`src/rtl/acq_frame_streamer_if.sv`:
```
// Sample-in / word-out bus of the acquisition frame streamer.
// The master side is the streamer itself: it consumes channel-tagged samples
// and produces framed output words under valid/ready flow control.
interface acq_frame_streamer_if #(
  parameter int SAMPLE_W = 16,
  parameter int CH_W     = 5,
  parameter int OUT_W    = 32
);
  // ADC sample side (no ready: at most one sample per cycle)
  logic [SAMPLE_W-1:0] s_data;
  logic                s_valid;
  logic [CH_W-1:0]     s_ch;

  // Output word stream towards the DMA/packet stage
  logic [OUT_W-1:0]    m_data;
  logic                m_valid;
  logic                m_ready;
  logic                m_frame_last;
  logic                m_last;

  modport master (
    input  s_data, s_valid, s_ch, m_ready,
    output m_data, m_valid, m_frame_last, m_last
  );

  modport slave (
    output s_data, s_valid, s_ch, m_ready,
    input  m_data, m_valid, m_frame_last, m_last
  );
endinterface

```
`src/rtl/acq_frame_streamer.sv`:
```
// Acquisition frame streamer.
// Gathers one sample per channel into a frame, hands complete frames to a
// single holding register and serialises that register word by word onto a
// valid/ready stream. A capture ends after FRAMES accepted frames; frames
// that complete while the holding register is still busy are counted and
// discarded.
module acq_frame_streamer #(
  parameter int NUM_CH   = 22,
  parameter int SAMPLE_W = 16,
  parameter int CH_W     = 5,
  parameter int OUT_W    = 32,
  parameter int FRAMES   = 1000,
  parameter int DROP_W   = 16
) (
  input  logic                  clk,
  input  logic                  rst,
  acq_frame_streamer_if.master  bus,
  input  logic                  i_start,
  input  logic                  i_stop,
  output logic                  o_busy,
  output logic                  o_done,
  output logic [DROP_W-1:0]     o_drop_cnt,
  output logic                  o_ch_err
);

  localparam int FRAME_W = NUM_CH * SAMPLE_W;
  localparam int WPF     = (FRAME_W + OUT_W - 1) / OUT_W;
  localparam int PAD_W   = WPF * OUT_W;
  localparam int WIDX_W  = (WPF > 1) ? $clog2(WPF) : 1;
  localparam int FC_W    = $clog2(FRAMES + 1);
  localparam logic [CH_W:0] NUM_CH_L = (CH_W+1)'(NUM_CH);

  typedef enum logic [1:0] {
    ST_IDLE,
    ST_ARMED,
    ST_CAPTURE,
    ST_DRAIN
  } state_t;

  // Control state
  state_t              r_state;
  logic [NUM_CH-1:0]   r_mask;
  logic [FC_W-1:0]     r_frame_cnt;
  logic [WIDX_W-1:0]   r_word_idx;
  logic                r_hold_full;
  logic                r_frame_last;
  logic                r_m_last;
  logic                r_last_frame;
  logic                r_done;
  logic [DROP_W-1:0]   r_drop_cnt;
  logic                r_ch_err;

  // Data state
  logic [FRAME_W-1:0]  r_frame;
  logic [PAD_W-1:0]    r_hold;

  // Combinational decode
  logic                w_hs;
  logic                w_hs_last;
  logic                w_ch_ok;
  logic                w_wr;
  logic                w_ch_bad;
  logic                w_complete;
  logic                w_hold_free;
  logic                w_load;
  logic                w_drop;
  logic                w_shift;
  logic                w_final;
  logic                w_next_is_last;
  logic [FRAME_W-1:0]  w_frame_next;
  logic [NUM_CH-1:0]   w_mask_next;

  // A word moves when the holding register presents it and downstream takes it.
  assign w_hs      = r_hold_full && bus.m_ready;
  assign w_hs_last = w_hs && r_frame_last;
  assign w_shift   = w_hs && !r_frame_last;

  // Channel indices at or above NUM_CH are not slots of the frame.
  assign w_ch_ok = ({1'b0, bus.s_ch} < NUM_CH_L);

  // In ARMED only a channel-0 sample is taken, so every frame starts aligned
  // to a sweep. stop has priority over any capture activity in its cycle.
  assign w_wr = bus.s_valid && w_ch_ok && !i_stop &&
                ((r_state == ST_CAPTURE) ||
                 ((r_state == ST_ARMED) && (bus.s_ch == '0)));

  assign w_ch_bad = bus.s_valid && !w_ch_ok && !i_stop && (r_state == ST_CAPTURE);

  // Merge the incoming sample into the frame image and the slot mask.
  always_comb begin
    w_frame_next = r_frame;
    w_mask_next  = r_mask;
    if (w_wr) begin
      for (int c = 0; c < NUM_CH; c++) begin
        if (bus.s_ch == CH_W'(c)) begin
          w_frame_next[c*SAMPLE_W +: SAMPLE_W] = bus.s_data;
          w_mask_next[c]                       = 1'b1;
        end
      end
    end
  end

  // A frame completes in the cycle its last missing slot is written. The
  // holding register counts as free when its final word leaves this cycle,
  // which lets frames follow each other without a bubble.
  assign w_complete     = w_wr && (&w_mask_next);
  assign w_hold_free    = !r_hold_full || w_hs_last;
  assign w_load         = w_complete && w_hold_free;
  assign w_drop         = w_complete && !w_hold_free;
  assign w_final        = (r_frame_cnt == FC_W'(FRAMES - 1));
  assign w_next_is_last = (r_word_idx == WIDX_W'(WPF - 2));

  // Control path: FSM, capture mask, output sequencing and status counters.
  always_ff @(posedge clk or posedge rst) begin
    if (rst) begin
      r_state      <= ST_IDLE;
      r_mask       <= '0;
      r_frame_cnt  <= '0;
      r_word_idx   <= '0;
      r_hold_full  <= 1'b0;
      r_frame_last <= 1'b0;
      r_m_last     <= 1'b0;
      r_last_frame <= 1'b0;
      r_done       <= 1'b0;
      r_drop_cnt   <= '0;
      r_ch_err     <= 1'b0;
    end else begin
      r_done <= 1'b0;

      // Output word sequencing
      if (w_hs) begin
        if (r_frame_last) begin
          r_hold_full  <= 1'b0;
          r_frame_last <= 1'b0;
          r_m_last     <= 1'b0;
        end else begin
          r_word_idx   <= r_word_idx + WIDX_W'(1);
          r_frame_last <= w_next_is_last;
          r_m_last     <= w_next_is_last && r_last_frame;
        end
      end

      // A completed frame enters the holding register (overrides the release above)
      if (w_load) begin
        r_hold_full  <= 1'b1;
        r_word_idx   <= '0;
        r_frame_last <= (WPF == 1);
        r_m_last     <= (WPF == 1) && w_final;
        r_last_frame <= w_final;
        r_frame_cnt  <= r_frame_cnt + FC_W'(1);
      end

      // Slot mask restarts after every completed frame, kept or dropped
      if (w_wr) begin
        r_mask <= w_complete ? '0 : w_mask_next;
      end

      if (w_drop && (r_drop_cnt != '1)) begin
        r_drop_cnt <= r_drop_cnt + DROP_W'(1);
      end

      if (w_ch_bad) begin
        r_ch_err <= 1'b1;
      end

      case (r_state)
        ST_IDLE: begin
          if (i_start && !i_stop) begin
            r_state     <= ST_ARMED;
            r_frame_cnt <= '0;
            r_mask      <= '0;
            r_ch_err    <= 1'b0;
            r_drop_cnt  <= '0;
          end
        end
        ST_ARMED: begin
          if (w_load && w_final) begin
            r_state <= ST_DRAIN;
          end else if (w_wr) begin
            r_state <= ST_CAPTURE;
          end
        end
        ST_CAPTURE: begin
          if (w_load && w_final) begin
            r_state <= ST_DRAIN;
          end
        end
        ST_DRAIN: begin
          if (w_hs_last) begin
            r_state <= ST_IDLE;
            r_done  <= 1'b1;
          end
        end
        default: r_state <= ST_IDLE;
      endcase

      // Abort: drop whatever is pending, silently
      if (i_stop && (r_state != ST_IDLE)) begin
        r_state      <= ST_IDLE;
        r_mask       <= '0;
        r_hold_full  <= 1'b0;
        r_frame_last <= 1'b0;
        r_m_last     <= 1'b0;
        r_last_frame <= 1'b0;
      end
    end
  end

  // Frame assembly and output holding register; pure data, validity lives in control.
  always_ff @(posedge clk) begin
    if (w_wr) begin
      r_frame <= w_frame_next;
    end
    if (w_load) begin
      r_hold <= PAD_W'(w_frame_next);
    end else if (w_shift) begin
      r_hold <= r_hold >> OUT_W;
    end
  end

  // Word 0 sits in the low bits of the holding register and each accepted
  // word shifts the next one down; data is forced to zero when nothing is valid.
  assign bus.m_data       = r_hold_full ? r_hold[OUT_W-1:0] : '0;
  assign bus.m_valid      = r_hold_full;
  assign bus.m_frame_last = r_frame_last;
  assign bus.m_last       = r_m_last;

  assign o_busy     = (r_state != ST_IDLE);
  assign o_done     = r_done;
  assign o_drop_cnt = r_drop_cnt;
  assign o_ch_err   = r_ch_err;

endmodule

```
`src/flat_wrapper.sv`:
```
// flat-port wrapper written by rule: the top's interface ports become plain ports
module acq_frame_streamer_flat 
#(
  parameter int NUM_CH   = 22,
  parameter int SAMPLE_W = 16,
  parameter int CH_W     = 5,
  parameter int OUT_W    = 32,
  parameter int FRAMES   = 1000,
  parameter int DROP_W   = 16
)
  (clk, rst, i_start, i_stop, o_busy, o_done, o_drop_cnt, o_ch_err, bus_s_data, bus_s_valid, bus_s_ch, bus_m_ready, bus_m_data, bus_m_valid, bus_m_frame_last, bus_m_last);
  acq_frame_streamer_if #(.SAMPLE_W(SAMPLE_W), .CH_W(CH_W), .OUT_W(OUT_W)) bus_i ();
  input  logic clk;
  input  logic rst;
  input  logic i_start;
  input  logic i_stop;
  output logic o_busy;
  output logic o_done;
  output logic [DROP_W-1:0] o_drop_cnt;
  output logic o_ch_err;
  input wire logic [$bits(bus_i.s_data)-1:0] bus_s_data;
  input wire logic [$bits(bus_i.s_valid)-1:0] bus_s_valid;
  input wire logic [$bits(bus_i.s_ch)-1:0] bus_s_ch;
  input wire logic [$bits(bus_i.m_ready)-1:0] bus_m_ready;
  output wire logic [$bits(bus_i.m_data)-1:0] bus_m_data;
  output wire logic [$bits(bus_i.m_valid)-1:0] bus_m_valid;
  output wire logic [$bits(bus_i.m_frame_last)-1:0] bus_m_frame_last;
  output wire logic [$bits(bus_i.m_last)-1:0] bus_m_last;
  assign bus_i.s_data = bus_s_data;
  assign bus_i.s_valid = bus_s_valid;
  assign bus_i.s_ch = bus_s_ch;
  assign bus_i.m_ready = bus_m_ready;
  assign bus_m_data = bus_i.m_data;
  assign bus_m_valid = bus_i.m_valid;
  assign bus_m_frame_last = bus_i.m_frame_last;
  assign bus_m_last = bus_i.m_last;
  acq_frame_streamer #(.NUM_CH(NUM_CH), .SAMPLE_W(SAMPLE_W), .CH_W(CH_W), .OUT_W(OUT_W), .FRAMES(FRAMES), .DROP_W(DROP_W)) u_core (.clk(clk), .rst(rst), .bus(bus_i), .i_start(i_start), .i_stop(i_stop), .o_busy(o_busy), .o_done(o_done), .o_drop_cnt(o_drop_cnt), .o_ch_err(o_ch_err));
endmodule
```
`config.mk`:
```
export PLATFORM = sky130hd
export DESIGN_NAME = acq_frame_streamer_flat
export DESIGN_NICKNAME = d
export VERILOG_FILES = /design/src/rtl/acq_frame_streamer_if.sv /design/src/rtl/acq_frame_streamer.sv /design/src/flat_wrapper.sv
export SDC_FILE = /design/constraint.sdc
export NUM_CORES = 1
export LEC_CHECK = 0
export ABC_CLOCK_PERIOD_IN_PS = 67600
export CAP_MARGIN = 20
export CORE_MARGIN = 4
export CORE_UTILIZATION = 50
export CTS_CLUSTER_SIZE = 20
export DETAILED_ROUTE_END_ITERATION = 12
export PLACE_DENSITY = 0.67
export SYNTH_ARGS = -nofsm -noshare
export SYNTH_HDL_FRONTEND = slang
export SYNTH_SLANG_ARGS = --single-unit
```
`constraint.sdc`:
```
create_clock -name clk -period 67.6 [get_ports clk]
set_input_delay 6.76 -clock clk [delete_from_list [all_inputs] [get_ports clk]]
set_output_delay 6.76 -clock clk [all_outputs]
set_load 0.05 [all_outputs]
```
==> flow_summary_export.csv <==
group,metric,value,unit
outcome,status,"completed",
power,pwr-share-comb,4.9,%
yosys,synth_edf_count,704,
place,dp_hpwl,34200,um
layout,drive_gt1_share,40.3,%
power,vdd_drop_max,15.5,uV
layout,syn_to_final_growth,12.9,%
power,p_sw,0.205,mW
floorplan,fp.dieW,265,um
yosys,synth_xor_xnor_area_share,0.132,%
cts,cts_resized,0,
layout,layout_commonest_cell,"edfxtp_1",
power,internal-power,0.778,mW
sta,fmax,77.3,MHz
cts,root_buffer,"clkbuf_16",
global_routing,grt_pass1_vias,17100,
yosys,muxShareOfSynthArea,23.1,%
cts,htree_levels,3,
power,p_per_area,26.3,nW/um^2
min_path,hp-class,"flop to flop",
power,power_leakage,10.7,nW
cts,cts_tree,"yes",
yosys,synth.cell_area,33100,um^2
drt,initialDrtViolationCount,1301,
layout,most-common-layout-cells,"edfxtp_1, mux2_2, clkdlybuf4s50_1",
drt,num_vias,16500,
global_routing,gr-total-overflow,0,
floorplan,rows,94,
floorplan,die_h,265,um
place,dpl.cell_count,2800,
sta,slew_viol_final,0,
yosys,synthCells,1946,
layout,stdcell_count,2948,
yosys,yosys.area_share.simple,4.43,%
layout,final_nets,2059,
setup_path,crit_type,"input port to flop",
place,port_buffers,80,
yosys,synth_compound_area_share,1.72,%
drt,vias_per_cell,5.61,
sta,worst_pin_slew,1350,ps
floorplan,ios,81,
yosys,ys.flop_type,"edfxtp_1",
yosys,yosysWarnings,0,
setup_path,crit_path_top_delay_cell,"buf_4",
yosys,synth_top_family_by_area,"multiplexers",
cts,numCtsBuffers,77,
sta,fin_skew,13.0,ps
drt,detail_route.wl_per_cell,20.7,um
sta,hold_viol_final,0,
yosys,synthAdderAreaFrac,0.340,%
flow_run,drv_cap,0,
floorplan,die-area,70400,um^2
yosys,ys_seq_area_share,68.4,%
drt,drc,0,
cts,clock_path_buffers,3,
place,pre_cts_slack,54070,ps
power,swShare,20.9,%
cts,clk_pin_slew_worst_paths,60,ps
setup_path,worst_ep_required_time,67790,ps
power,p_seq_share,54.0,%
setup_path,path_max_fanout,190,
yosys,synth-async-reset-ratio,7.85,%
global_routing,use_met3,2.47,%
sta,fin_tns_setup,0,ps
global_routing,grt-busiest-layer,"met2",
yosys,netlist-cell-type-count,62,
global_routing,grtUsageMet2,27.4,%
sta,min_period_over_period,19.1,%
setup_path,slowest_delay,940,ps
setup_path,crit_family,"simple AND/OR/NAND/NOR gates",
setup_path,crit_path_end_kind,"flop",
global_routing,grt_max_degree,191,
global_routing,grt_use_met1,25.3,%
sta,setup_viol,0,
cts,postCtsHoldBufs,0,
floorplan,coreArea,65600,um^2
drt,wirelength,60900,um
global_routing,grt_pass1_wl,97300,um
sta,maxSlewHeadroom,10.2,%
setup_path,worstSetupStartpointType,"input port",
global_routing,track_usage,17.2,%
cts,cts.sink_count,764,
global_routing,antenna_found_initial,0,
floorplan,start_util,50.4,%
setup_path,crit_arrival,13130,ps
yosys,syn_nets,1982,
setup_path,crit_chain,"clkdlybuf4s50_1, nor2_1, nand4_2, a221oi_1, and4_1, nand3_4, o21ai_4, buf_4, buf_12",
cts,worstSkewPairLatency,590,ps
place,gp_congestion,0.857,
sta,min_period,12940,ps
drt,drtPass1Iterations,5,
cts,post_cts_buffers,0,
sta,setup_slack,54660,ps
setup_path,path_buf_inv,3,
yosys,synth.avg_cell_area,17.0,um^2
yosys,ys_seq_elements,764,
layout,antenna_cells,0,
drt,antenna_left,0,
power,p_clk_share,41.1,%
sta,rsz0062_at_grt,"no",
[metrics by stage]
| step | total power [mW] | util, % | cell area [um^2] | hold slack, ps |
|---|---|---|---|---|
| 3_5_place_dp | 0.588 | 53.0 | 34800 | 503 |
| 4_1_cts | 0.994 | 56.6 | 37200 | 513 |
| 5_1_grt | 1.02 | 56.9 | 37300 | 548 |
| 6_report | 0.983 | 56.9 | 37300 | 507 |
| 2_1_floorplan | 0.580 | - | 33100 | 461 |
| 3_3_place_gp | 0.586 | 53.0 | 34800 | 482 |
[state kept, by name, summed over array words and instances, names as in the netlist]
register and cells:
u_core.r_frame 352, u_core.r_hold 352, u_core.r_mask 22, u_core.o_drop_cnt 16, u_core.r_frame_cnt 10, u_core.r_word_idx 4
u_core.r_state 2, u_core.bus.m_frame_last 1, u_core.bus.m_last 1, u_core.bus.m_valid 1, u_core.o_ch_err 1, u_core.o_done 1
u_core.r_last_frame 1
[worst paths after layout]
kind / cells past startpoint / endpoint / start / slack, ps
max: 9 / u_core.r_hold[152] / bus_s_ch[2] / 54660
min: 2 / u_core.r_mask[4] / u_core.r_mask[4] / 510
max reg2reg: 10 / u_core.r_hold[152] / u_core.r_state[0] / 61100
min reg2reg: 2 / u_core.r_mask[4] / u_core.r_mask[4] / 510
max in group asynchronous: 3 / u_core.r_frame_cnt[0] / rst / 60350
min in group asynchronous: 3 / u_core.r_mask[3] / rst / 6690
[power by group through the flow]
stage,clock network [mW],registers [mW],logic (mW)
floorplan,0,0.549,0.0315
global placement,0,0.540,0.0462
detailed placement,0,0.541,0.0476
CTS,0.415,0.531,0.0477
global route,0.436,0.531,0.0529
finish,0.404,0.531,0.0480
[layout make-up]
type                       count  area (um^2)
clock inverter                44          335
multi-input combinational   1039         9920
clock buffer                  96         2050
fill                        4987        28300
timing repair buffer         121         1240
sequential                   764        22600
inverter                      20         75.1
tap                          864         1080
[cells in the mapped netlist, types with 11 or more instances]
library cell | instances | area share [%]
a21oi_1 | 37 | 0.56
and2_1 | 34 | 0.64
buf_1 | 19 | 0.22
buf_2 | 43 | 0.65
clkbuf_1 | 60 | 0.68
dfrtp_1 | 60 | 4.5
edfxtp_1 | 704 | 64
inv_1 | 20 | 0.23
mux2_2 | 674 | 23
nand2_1 | 39 | 0.44
nand3_1 | 20 | 0.30
nor2_1 | 44 | 0.50
nor2b_1 | 39 | 0.74
o21ai_0 | 15 | 0.23
or3_1 | 11 | 0.21
[worst register-to-register path, delay by kind of cell (launching register included)]
| kind | cells | cell delay [ps] |
|---|---|---|
| fa+ha+maj | 1 | 390 |
| simple gates | 4 | 2200 |
| compound gates | 2 | 920 |
| flops | 1 | 420 |
| buf+inv | 3 | 1720 |
[logic make-up after synthesis]
kind of cell	Yosys count
multiplexers	681
XOR/XNOR	5
buffers and inverters	143
flip-flops	764
adder cells (fa/ha/maj)	9
AO/OA/AOI/OAI	91
AND/OR/NAND/NOR	253
[routing by layer]
layer	up-vias	wire [um]
met5	-	0
met1	8500	29300
met2	284	28400
met4	0	912
met3	64	2350
li1	7682	-
Note: power is estimated with default switching activity, not from simulation.
